`src/rtl/spi_frame_loader.sv`:
```
// SPI mode-0 receiver that loads frame bytes into the back bank of a double-buffered
// frame memory and hands bank swaps to the scan controller.
module spi_frame_loader #(
    parameter int unsigned ADDR_WIDTH  = 12,
    parameter int unsigned FRAME_BYTES = 4096,
    parameter logic [7:0]  CMD_DATA    = 8'h01,
    parameter logic [7:0]  CMD_COMMIT  = 8'h02
) (
    input  logic                  clk,
    input  logic                  reset_n,
    input  logic                  spi_sclk,
    input  logic                  spi_mosi,
    input  logic                  spi_cs_n,
    output logic                  mem_wr_en,
    output logic [ADDR_WIDTH:0]   mem_wr_addr,
    output logic [7:0]            mem_wr_data,
    output logic                  swap_req,
    input  logic                  swap_ack,
    output logic                  front_bank,
    output logic                  frame_done,
    output logic                  overrun
);

    // One extra address bit so the counter can sit at FRAME_BYTES once the frame is full.
    localparam logic [ADDR_WIDTH:0] FRAME_END = (ADDR_WIDTH + 1)'(FRAME_BYTES);
    localparam logic [ADDR_WIDTH:0] ADDR_ONE  = (ADDR_WIDTH + 1)'(1);

    typedef enum logic [2:0] {
        StIdle,
        StCmd,
        StData,
        StIgnore,
        StWaitSwap
    } state_e;

    logic [1:0] sclk_sync_q, mosi_sync_q, cs_sync_q;
    logic       sclk_prev_q, cs_prev_q;
    logic       sclk_s, mosi_s, cs_s;
    logic       sclk_rise, cs_fall, cs_rise;

    logic [6:0] shift_q, shift_d;
    logic [2:0] bit_cnt_q, bit_cnt_d;
    logic [7:0] rx_byte;
    logic       byte_done;

    state_e                state_q, state_d;
    logic [ADDR_WIDTH:0]   addr_q, addr_d;
    logic                  wr_en_q, wr_en_d;
    logic [ADDR_WIDTH:0]   wr_addr_q, wr_addr_d;
    logic [7:0]            wr_data_q, wr_data_d;
    logic                  swap_req_q, swap_req_d;
    logic                  front_q, front_d;
    logic                  done_q, done_d;
    logic                  overrun_q, overrun_d;

    // cs_n synchronisers reset high so release of reset never looks like a select.
    always_ff @(posedge clk or negedge reset_n) begin
        if (!reset_n) begin
            sclk_sync_q <= 2'b00;
            mosi_sync_q <= 2'b00;
            cs_sync_q   <= 2'b11;
            sclk_prev_q <= 1'b0;
            cs_prev_q   <= 1'b1;
        end else begin
            sclk_sync_q <= {sclk_sync_q[0], spi_sclk};
            mosi_sync_q <= {mosi_sync_q[0], spi_mosi};
            cs_sync_q   <= {cs_sync_q[0], spi_cs_n};
            sclk_prev_q <= sclk_s;
            cs_prev_q   <= cs_s;
        end
    end

    assign sclk_s    = sclk_sync_q[1];
    assign mosi_s    = mosi_sync_q[1];
    assign cs_s      = cs_sync_q[1];
    assign sclk_rise = sclk_s & ~sclk_prev_q;
    assign cs_fall   = ~cs_s & cs_prev_q;
    assign cs_rise   = cs_s & ~cs_prev_q;

    assign rx_byte   = {shift_q, mosi_s};
    assign byte_done = sclk_rise && (bit_cnt_q == 3'd7);

    // Deselect clears the bit count, which also drops any partial byte.
    always_comb begin
        shift_d   = shift_q;
        bit_cnt_d = bit_cnt_q;
        if (sclk_rise) begin
            shift_d   = rx_byte[6:0];
            bit_cnt_d = bit_cnt_q + 3'd1;
        end
        if (cs_s) begin
            bit_cnt_d = 3'd0;
        end
    end

    always_ff @(posedge clk or negedge reset_n) begin
        if (!reset_n) begin
            shift_q   <= 7'd0;
            bit_cnt_q <= 3'd0;
        end else begin
            shift_q   <= shift_d;
            bit_cnt_q <= bit_cnt_d;
        end
    end

    always_comb begin
        state_d    = state_q;
        addr_d     = addr_q;
        wr_en_d    = 1'b0;
        wr_addr_d  = wr_addr_q;
        wr_data_d  = wr_data_q;
        swap_req_d = swap_req_q;
        front_d    = front_q;
        done_d     = 1'b0;
        overrun_d  = overrun_q;

        unique case (state_q)
            StIdle: begin
                if (cs_fall) begin
                    state_d = StCmd;
                end
            end
            StCmd: begin
                if (byte_done) begin
                    if (rx_byte == CMD_DATA) begin
                        state_d = StData;
                        addr_d  = '0;
                    end else if (rx_byte == CMD_COMMIT) begin
                        state_d    = StWaitSwap;
                        swap_req_d = 1'b1;
                    end else begin
                        state_d = StIgnore;
                    end
                end
                // A commit survives deselect; everything else returns to idle.
                if (cs_rise && (state_d != StWaitSwap)) begin
                    state_d = StIdle;
                end
            end
            StData: begin
                if (byte_done) begin
                    if (addr_q == FRAME_END) begin
                        overrun_d = 1'b1;
                    end else begin
                        wr_en_d   = 1'b1;
                        wr_addr_d = {~front_q, addr_q[ADDR_WIDTH-1:0]};
                        wr_data_d = rx_byte;
                        addr_d    = addr_q + ADDR_ONE;
                    end
                end
                if (cs_rise) begin
                    state_d = StIdle;
                end
            end
            StIgnore: begin
                if (cs_rise) begin
                    state_d = StIdle;
                end
            end
            StWaitSwap: begin
                if (cs_fall) begin
                    overrun_d = 1'b1;
                end
                if (swap_ack) begin
                    front_d    = ~front_q;
                    swap_req_d = 1'b0;
                    done_d     = 1'b1;
                    state_d    = cs_s ? StIdle : StIgnore;
                end
            end
            default: begin
                state_d = StIdle;
            end
        endcase
    end

    always_ff @(posedge clk or negedge reset_n) begin
        if (!reset_n) begin
            state_q    <= StIdle;
            addr_q     <= '0;
            wr_en_q    <= 1'b0;
            wr_addr_q  <= '0;
            wr_data_q  <= 8'd0;
            swap_req_q <= 1'b0;
            front_q    <= 1'b0;
            done_q     <= 1'b0;
            overrun_q  <= 1'b0;
        end else begin
            state_q    <= state_d;
            addr_q     <= addr_d;
            wr_en_q    <= wr_en_d;
            wr_addr_q  <= wr_addr_d;
            wr_data_q  <= wr_data_d;
            swap_req_q <= swap_req_d;
            front_q    <= front_d;
            done_q     <= done_d;
            overrun_q  <= overrun_d;
        end
    end

    assign mem_wr_en   = wr_en_q;
    assign mem_wr_addr = wr_addr_q;
    assign mem_wr_data = wr_data_q;
    assign swap_req    = swap_req_q;
    assign front_bank  = front_q;
    assign frame_done  = done_q;
    assign overrun     = overrun_q;

endmodule

```
`config.mk`:
```
export PLATFORM = sky130hd
export DESIGN_NAME = spi_frame_loader
export DESIGN_NICKNAME = d
export VERILOG_FILES = /design/src/rtl/spi_frame_loader.sv
export SDC_FILE = /design/constraint.sdc
export NUM_CORES = 1
export LEC_CHECK = 0
export BUFFER_PORTS_ARGS = -buffer_cell sky130_fd_sc_hd__buf_2
export CORE_ASPECT_RATIO = 1.5
export CORE_MARGIN = 2
export CORE_UTILIZATION = 50
export DETAILED_ROUTE_END_ITERATION = 6
export PLACE_DENSITY = 0.7
export SLEW_MARGIN = 0
export SYNTH_ARGS = -nofsm -noshare
export SYNTH_HDL_FRONTEND = slang
export SYNTH_SLANG_ARGS = --single-unit
export TNS_END_PERCENT = 50
```
`constraint.sdc`:
```
create_clock -name clk -period 3.43 [get_ports clk]
set_input_delay 0.686 -clock clk [delete_from_list [all_inputs] [get_ports clk]]
set_output_delay 0.686 -clock clk [all_outputs]
set_load 0.01 [all_outputs]
```
==> flow_summary.yaml, run 1 <==
setup_path:
  r2r-end: "addr_q[2]$_DFFE_PN0P_"
  path_cells: "or3b_1 > a311o_1 > inv_1 > a21o_1 > a21oi_1"
  ff2ff_path_depth: 5
  start_kind: "flop"
  worst_path_largest_cell_delay_ps: 520
  arrival_ps: 2500
  cp_num_buf_inv: 1
  crit_fanout: 20
  r2r_slack_ps: 1130
  worst-setup-path-type: "reg -> reg"
  reg2reg_from: "state_q[0]$_DFFE_PN0P_"
  cp.required_ps: 3640
  cp_top_family: "compound AO/OA/AOI/OAI gates"
  crit_path_end_kind: "flop"
  cp_slowest_cell: "or3b_1"
sta:
  fin_skew_ps: 10.03
  slew_headroom_pct: 35.94
  fmax_mhz: 435.3
  holdWs_ps: 270.0
  drv_slew: 0
  rsz0062_at_grt: "false"
  finalSetupTns_ps: 0
  timing.final.hold_violations: 0
  worst-slew-pin-transition_ps: 959.0
  fin_crit_sh_pct: 66.98
  final.min_clock_period_ps: 2297
  finalSetupViolCount: 0
detailed_routing:
  drt_iter0_drc: 111
  wirelength_um: 5105
  final_antenna_net_count: 0
  drt_pass1_iterations: 4
  wl_per_cell_um: 14.10
  drc: 0
  vias: 1952
  viasPerCell: 5.392
floorplanning:
  ioPinCount: 32
  core_area_mm2: 0.005085
  die_w_um: 63.13
  row_count: 32
  dieArea_mm2: 0.005852
  die_h_um: 92.70
  initial_utilization_pct: 51.57
yosys:
  yosysWarningCount: 0
  synth_xor_area_share_pct: 1.002
  synth_compound_area_share_pct: 10.83
  syn_nets: 266
  yosysSeqAreaShare_pct: 57.40
  synth_cell_type_count: 45
  syn_area_per_cell_um2: 10.24
  synthArstFlopShare_pct: 100.0
  syn_area_mm2: 0.002623
  ys_ff_latch: 60
  synth_fa_ha_area_share_pct: 1.908
  synth_top_family_by_area: "simple AND/OR/NAND/NOR gates"
  syn_inst: 256
  synth-edff-count: 0
  synthMuxAreaShare_pct: 5.677
  synthSimpleGateAreaFrac_pct: 19.99
  synth_ff_type: "dfrtp_1"
global_routing:
  grt.total_usage_pct: 20.22
  antenna_found_initial: 0
  grt_first_pass_wirelength_um: 8970
  grt_max_degree: 43
  grt_overflow: 0
  grt_pass1_vias: 1956
status:
  status: "finished, final reports clean"
cts:
  cts_hold_buffers: 0
  root_buffer: "clkbuf_8"
  clock_sinks: 60
  post_cts_buffers: 0
  cts_made_buffers: 9
  clk_latency_ps: 340
  cts_resized: 0
  cts_tree: "done"
  htreeDepth: 3
  clkTransAtPathRegs_ps: 70
  clockBufferDepth: 2
layout:
  layout_commonest_cell: "nand2_1"
  fillers: 468
  nets: 299
  antenna_cells: 0
  drive_gt1_share_pct: 21.43
  syn_to_final_growth_pct: 15.27
  final_cell_mix: "nand2_1 (59), dfrtp_1 (57), buf_2 (31)"
place:
  place_hpwl_um: 3680
  port_buffers: 31
  place.gp.congestion: 0.8530
pwr:
  leakagePower_uw: 0.001460
  peakVddDrop_uv: 352.1
  p_per_area_mw_per_mm2: 478.5
flow_run:
  max_cap_violations: 0
min_path:
  worstHoldPathType: "in -> async"
## Yosys cell counts, types with 3 or more instances
| cell | number | share of area (%) |
|---|---|---|
| inv_1 | 9 | 1.3 |
| o22ai_1 | 3 | 0.72 |
| nand3_1 | 8 | 1.5 |
| and3_1 | 3 | 0.72 |
| nor2b_1 | 3 | 0.72 |
| dfstp_2 | 3 | 3.0 |
| mux2i_1 | 7 | 2.7 |
| ha_1 | 4 | 1.9 |
| dfrtp_1 | 57 | 54 |
| nor2_1 | 9 | 1.3 |
| clkbuf_1 | 8 | 1.1 |
| o21ai_0 | 16 | 3.1 |
| buf_2 | 4 | 0.76 |
| nand2_1 | 59 | 8.4 |
| a21oi_1 | 9 | 1.7 |
| mux2_2 | 7 | 3.0 |
| nor4_1 | 3 | 0.72 |
| nand4_1 | 4 | 0.95 |
| o21bai_1 | 6 | 1.7 |
| or3_1 | 3 | 0.72 |
## through the flow
stage | worst slack [ps] | std cells | instance area (um^2) | total power [uW] | utilization (%)
2_1_floorplan | 1439 | 256 | 2623 | 847.2 | -
3_3_place_gp | 1192 | 346 | 2835 | 880.6 | 55.76
6_report | 1133 | 362 | 3023 | 1446 | 59.45
3_5_place_dp | 1146 | 346 | 2835 | 888.6 | 55.76
4_1_cts | 1129 | 362 | 3023 | 1472 | 59.45
5_1_grt | 910.8 | 362 | 3023 | 1515 | 59.45
## power by group
part	leakage [uW]	switching [uW]	internal [uW]	total (uW)
clock	0.0000876	273	301	573
combinational	0.000578	46.3	39.5	85.7
sequential	0.000794	39.5	748	787
total	0.00146	359	1090	1450
## logic make-up after synthesis
family          after synthesis
compound gates               46
xor+xnor                      3
fa+ha+maj                     4
buf+inv                      21
flops                        60
mux                          14
simple gates                108
## registers in the layout, indices dropped and copies added (netlist names)
name	flops
cs_sync_q	2
mem_wr_en	1
frame_done	1
addr_q	13
overrun	1
shift_q	7
sclk_prev_q	1
state_q	3
front_bank	1
sclk_sync_q	2
mosi_sync_q	2
bit_cnt_q	3
swap_req	1
cs_prev_q	1
mem_wr_addr	13
mem_wr_data	8
## area by class of cell
cell class | count | area [um^2] | area share [%]
Clock inverter | 5 | 36.28 | 1.200
Inverter | 9 | 33.78 | 1.118
Multi-Input combinational cell | 175 | 1033 | 34.19
Timing Repair Buffer | 34 | 177.7 | 5.877
Tap cell | 68 | 85.08 | 2.815
Clock buffer | 11 | 151.4 | 5.008
Sequential cell | 60 | 1505 | 49.79
## how the worst max path moves through the flow
| stage | from | to | slack, ps | cells after the start |
|---|---|---|---|---|
| 2_1_floorplan | bit_cnt_q[0]$_DFFE_PN0P_ | addr_q[12]$_DFFE_PN0P_ | 1440 | 6 |
| 3_3_place_gp | state_q[0]$_DFFE_PN0P_ | addr_q[2]$_DFFE_PN0P_ | 1190 | 5 |
| 3_5_place_dp | state_q[0]$_DFFE_PN0P_ | addr_q[2]$_DFFE_PN0P_ | 1150 | 5 |
| 4_1_cts | state_q[0]$_DFFE_PN0P_ | addr_q[2]$_DFFE_PN0P_ | 1130 | 5 |
| 5_1_grt | addr_q[0]$_DFFE_PN0P_ | addr_q[2]$_DFFE_PN0P_ | 910 | 7 |
| 6_report | state_q[0]$_DFFE_PN0P_ | addr_q[2]$_DFFE_PN0P_ | 1130 | 5 |
## layer usage
layer  up-vias  GRT usage, %  wire length (um)
li1        963             -                 -
met1       942         22.74              2092
met2        37         34.57              2691
met3        10         5.711               198
met4         0         10.56               122
met5         -             0                 0
Power figures use the tool's default switching activity.
==> inputs of run 2 (changes only) <==
--- a/config.mk
+++ b/config.mk
@@ -10,7 +10,7 @@
 export CORE_MARGIN = 2
 export CORE_UTILIZATION = 50
 export DETAILED_ROUTE_END_ITERATION = 6
-export PLACE_DENSITY = 0.7
+export PLACE_DENSITY = 0.73
 export SLEW_MARGIN = 0
 export SYNTH_ARGS = -nofsm -noshare
 export SYNTH_HDL_FRONTEND = slang
==> constraint.sdc (replaced) <==
create_clock -name clk -period 2 [get_ports clk]
set_input_delay 0.4 -clock clk [delete_from_list [all_inputs] [get_ports clk]]
set_output_delay 0.4 -clock clk [all_outputs]
set_load 0.01 [all_outputs]
==> run 2 against run 1 <==
Effect of this change: first-iteration DRC count fell by 14%; sequential share of layout area fell by 5.8 points; register-to-register slack got worse by 1100 ps; final area rose by 13%; final cell count rose by 12%; clock skew rose by 0.58 ps; utilization rose by 7.8 points; combinational power rose by 130%; worst hold slack got worse by 220 ps; non-clock buffer count rose by 42.
==> flow_summary.yaml, run 2 (synthesis gave the netlist of run 1 again) <==
setup_path:
  worst-setup-path-type: "reg -> reg"
  crit_path_end: "addr_q[3]$_DFFE_PN0P_"
  ff2ff_path_depth: 7
  crit_fanout: 8
  critPathLaunch: "bit_cnt_q[1]$_DFFE_PN0P_"
  r2r-end: "addr_q[3]$_DFFE_PN0P_"
  cp.required_ps: 2230
  r2r_slack_ps: 9
  start_kind: "flop"
  reg2reg_from: "bit_cnt_q[1]$_DFFE_PN0P_"
  arrival_ps: 2220
  crit_path_end_kind: "flop"
pwr:
  p_seq_share_pct: 53.9
  power_uw: 2494
  switching_share_pct: 25.54
  p_per_area_mw_per_mm2: 729.2
  peakVddDrop_uv: 532.6
  pwr-share-clk_pct: 38.3
  p_switching_uw: 636.8
  leakagePower_uw: 0.001671
  p_comb_share_pct: 7.8
  internal-power_uw: 1857
layout:
  syn_to_final_growth_pct: 30.39
  final_cell_mix: "nand2_1 (59), dfrtp_1 (57), buf_4 (41)"
  nets: 341
  antenna_cells: 0
  finalCoreUtilization_pct: 67.25
  drive_gt1_share_pct: 35.12
  fillers: 398
  layout_commonest_cell: "nand2_1"
cts:
  root_buffer: "clkbuf_8"
  cts_tree: "done"
  cts_made_buffers: 9
  htreeDepth: 3
  clockBufferDepth: 2
  clkTransAtPathRegs_ps: 70
  clock_sinks: 60
  clk_latency_ps: 340
status:
  status: "finished, final reports clean"
sta:
  timing.final.hold_violations: 0
  fmax_mhz: 502.2
  fin_crit_sh_pct: 99.56
  final.min_clock_period_ps: 1991
  fin_skew_ps: 10.61
  slew_headroom_pct: 76.67
  worst-slew-pin-transition_ps: 346.7
  rsz0062_at_grt: "true"
  finalSetupViolCount: 0
  drv_slew: 0
global_routing:
  antenna_found_initial: 0
  grt_first_pass_wirelength_um: 9577
  grt_overflow: 0
  grt_max_degree: 61
  grt_pass1_vias: 2180
  grt.total_usage_pct: 21.49
floorplanning:
  die_h_um: 92.70
  initial_utilization_pct: 51.57
  ioPinCount: 32
  core_area_mm2: 0.005085
  row_count: 32
  die_w_um: 63.13
  dieArea_mm2: 0.005852
detailed_routing:
  wl_per_cell_um: 14.35
  wirelength_um: 5797
  drc: 0
  final_antenna_net_count: 0
  viasPerCell: 5.317
  drt_iter0_drc: 96
  vias: 2148
  drt_pass1_iterations: 6
min_path:
  worstHoldPathType: "in -> async"
place:
  place.gp.congestion: 0.8241
  port_buffers: 31
  place_hpwl_um: 3998
flow_run:
  max_cap_violations: 0
-- run 2: cell types whose count changed in the layout (fill, tap and decap cells not counted), sizes merged --
cell,previous run,this run
buf,34,76
clkbuf,11,10
clkinvlp,3,4
-- run 2: cell type report --
type	instances	area, um^2	share of cell area (%)
flip-flops and latches	60	1505	44.02
multi-input cells	175	1092	31.94
repair buffers	76	525.5	15.37
clock buffers	10	137.6	4.025
well taps	68	85.08	2.488
clock inverters	6	40.04	1.171
inverters	9	33.78	0.9879
-- run 2: how the worst min path moves through the flow --
stage                                   from                     endpoint  slack [ps]
finish                               reset_n   mem_wr_addr[0]$_DFFE_PN0P_          50
global route                         reset_n   mem_wr_addr[9]$_DFFE_PN0P_          80
CTS                                  reset_n  mem_wr_addr[10]$_DFFE_PN0P_          60
detailed placement  sclk_sync_q[0]$_DFF_PN0_     sclk_sync_q[1]$_DFF_PN0_         340
global placement    sclk_sync_q[0]$_DFF_PN0_     sclk_sync_q[1]$_DFF_PN0_         330
floorplan                            reset_n        addr_q[0]$_DFFE_PN0P_         100
-- run 2: through the flow --
stage | cell area, um^2 | worst slack (ps) | setup TNS, ps | hold slack [ps] | cells
6_report | 3420 | 8.788 | 0 | 50.27 | 404
5_1_grt | 3420 | -38.35 | -56.55 | 80.73 | 404
4_1_cts | 3318 | -32.17 | -107.7 | 58.54 | 397
3_5_place_dp | 3115 | -80.55 | -150.8 | 338.1 | 380
3_3_place_gp | 3115 | -10.40 | -10.40 | 333.7 | 380
2_1_floorplan | 2623 | 8.557 | 0 | 104.4 | 256
-- run 2: timing repair --
item	in CTS	in global routing
endpoints found under the setup margin	5	21
buffers inserted	1	8
pin swaps	0	4
hold buffers	0	0
resized for setup	4	13
-- run 2: power by group through the flow --
stage          registers, uW  logic, uW  clock network (uW)
6_report                1340        195                 954
5_1_grt                 1350        216                1030
4_1_cts                 1340        194                 984
3_5_place_dp            1360        194                   0
3_3_place_gp            1360        187                   0
2_1_floorplan           1350        106                   0
-- run 2: worst max-delay path, cell delays in order (launching register included) --
cell      delay (ps)
dfrtp_1          360
ha_2             200
ha_4             120
nand3b_1         170
a311o_1          380
buf_6            160
or3_4            370
mux2i_1          120
-- run 2: routing by layer --
layer	vias up	track usage, %	share of wire, %
met5	-	0	0
li1	1040	-	-
met2	52	37.94	54
met4	0	15.37	2.8
met1	1040	23.03	40
met3	16	3.402	3.1
==> inputs of run 3 (changes only) <==
==> constraint.sdc (replaced) <==
create_clock -name clk -period 1.8 [get_ports clk]
set_input_delay 0.36 -clock clk [delete_from_list [all_inputs] [get_ports clk]]
set_output_delay 0.36 -clock clk [all_outputs]
set_load 0.01 [all_outputs]
==> run 3 against run 2 <==
Effect of this change: the run now ends with hold timing, setup timing left; clock-buffer cell count is 5 higher; fmax is 0.45% lower; first-iteration DRC count rose by 27%; sequential share of layout area decreased by 5.4 points; combinational power is 15% higher; final cell count increased by 5.9%; total power increased by 15%; via count is 11% higher; sequential cell count stayed put; critical path type unchanged; critical endpoint is now addr_q[12]$_DFFE_PN0P_; largest power group unchanged; highest routed layer unchanged.
==> flow_summary.yaml, run 3 (synthesis gave the netlist of run 1 again) <==
setup_path:
  crit_path_end_kind: "flop"
  worst-setup-path-type: "reg -> reg"
  r2r_slack_ps: -200
  r2r-end: "addr_q[12]$_DFFE_PN0P_"
  reg2reg_from: "addr_q[0]$_DFFE_PN0P_"
  ff2ff_path_depth: 6
  start_kind: "flop"
  cp.required_ps: 2080
  crit_fanout: 5
  arrival_ps: 2280
place:
  port_buffers: 31
  place.gp.congestion: 0.8891
  dpl_worst_slack_ps: -177.4
  place_hpwl_um: 4297
detailed_routing:
  vias: 2391
  viasPerCell: 5.586
  wirelength_um: 7449
  drt_iter0_drc: 122
  wl_per_cell_um: 17.40
  drc: 0
  drt_pass1_iterations: 4
  final_antenna_net_count: 0
sta:
  finalSetupViolCount: 29
  finalSetupTns_ps: -3630
  timing.final.hold_violations: 4
  holdWs_ps: -5.248
  worst-slew-pin-transition_ps: 572.6
  drv_slew: 0
  fmax_mhz: 499.9
  slew_headroom_pct: 61.83
  fin_crit_sh_pct: 111.1
  final.min_clock_period_ps: 2000
  fin_skew_ps: 12.43
  rsz0062_at_grt: "true"
  setup_ws_ps: -200.2
layout:
  final_cell_mix: "dfrtp_1 (57), buf_4 (57), buf_2 (31)"
  nets: 365
  antenna_cells: 0
  drive_gt1_share_pct: 50.00
  syn_to_final_growth_pct: 48.71
global_routing:
  grt_first_pass_wirelength_um: 10760
  grt_max_degree: 25
  grt_pass1_vias: 2335
  grt.total_usage_pct: 24.99
  antenna_found_initial: 0
  grt_overflow: 0
floorplanning:
  row_count: 32
  die_w_um: 63.13
  core_area_mm2: 0.005085
  dieArea_mm2: 0.005852
  ioPinCount: 32
  die_h_um: 92.70
  initial_utilization_pct: 51.57
cts:
  clock_sinks: 60
  root_buffer: "clkbuf_8"
  clkTransAtPathRegs_ps: 70
  cts_made_buffers: 9
  htreeDepth: 3
  clockBufferDepth: 2
  cts_tree: "done"
  clk_latency_ps: 350
min_path:
  worstHoldPathType: "in -> async"
flow_run:
  max_cap_violations: 0
status:
  status: "finished with violations"
  violations: "hold timing, setup timing"
pwr:
  power_uw: 2860
  leakagePower_uw: 0.001982
  p_per_area_mw_per_mm2: 733.3
  peakVddDrop_uv: 530.3
==> run 3: stage by stage <==
stage	area (um^2)	instances	hold slack, ps	util, %
floorplan	2659	256	64.41	-
global placement	3227	390	335.9	63.46
detailed placement	3227	390	338.1	63.46
CTS	3630	422	3.115	71.38
global route	3900	428	43.75	76.70
finish	3900	428	-5.248	76.70
==> run 3: layout make-up <==
cell class	count	area, um^2
inverters	9	46.29
repair buffers	100	783.3
fillers	337	1185
clock buffers	15	176.4
flip-flops and latches	60	1505
clock inverters	1	5.005
multi-input cells	175	1299
well taps	68	85.08
==> run 3: worst max path at each step <==
| stage | start | to | slack (ps) |
|---|---|---|---|
| floorplan | state_q[2]$_DFFE_PN0P_ | addr_q[3]$_DFFE_PN0P_ | -70 |
| global placement | bit_cnt_q[0]$_DFFE_PN0P_ | addr_q[11]$_DFFE_PN0P_ | -120 |
| detailed placement | bit_cnt_q[0]$_DFFE_PN0P_ | addr_q[12]$_DFFE_PN0P_ | -180 |
| CTS | bit_cnt_q[1]$_DFFE_PN0P_ | addr_q[12]$_DFFE_PN0P_ | -120 |
| global route | addr_q[0]$_DFFE_PN0P_ | addr_q[12]$_DFFE_PN0P_ | -300 |
| finish | addr_q[0]$_DFFE_PN0P_ | addr_q[12]$_DFFE_PN0P_ | -200 |
==> run 3: critical path, stage by stage, from the launching register on <==
cell	delay, ps
dfrtp_1	380
buf_4	160
ha_1	190
and4_1	300
or4b_4	510
a211oi_2	180
mux2i_1	210
==> run 3: power by group <==
part	internal, uW	leakage, uW	total, uW	switching [uW]
clock network	612	0.0000937	1130	518
logic	113	0.00109	224	111
registers	1430	0.000794	1510	80.9
total	2150	0.00198	2860	709
==> run 3: metal layers <==
layer / GRT usage (%) / wire [um] / share of wire [%]
met4: 18.89 / 466 / 6.3
met5: 0 / 0 / 0
met2: 42.82 / 3973 / 53
met3: 7.290 / 339 / 4.6
met1: 25.29 / 2669 / 36
==> run 3: what timing repair did <==
item,4_1_cts,5_1_grt
buffers inserted,17,5
endpoints found under the setup margin,21,34
resized for setup,25,56
pin swaps,12,21
hold buffers,0,0
gates cloned,1,1
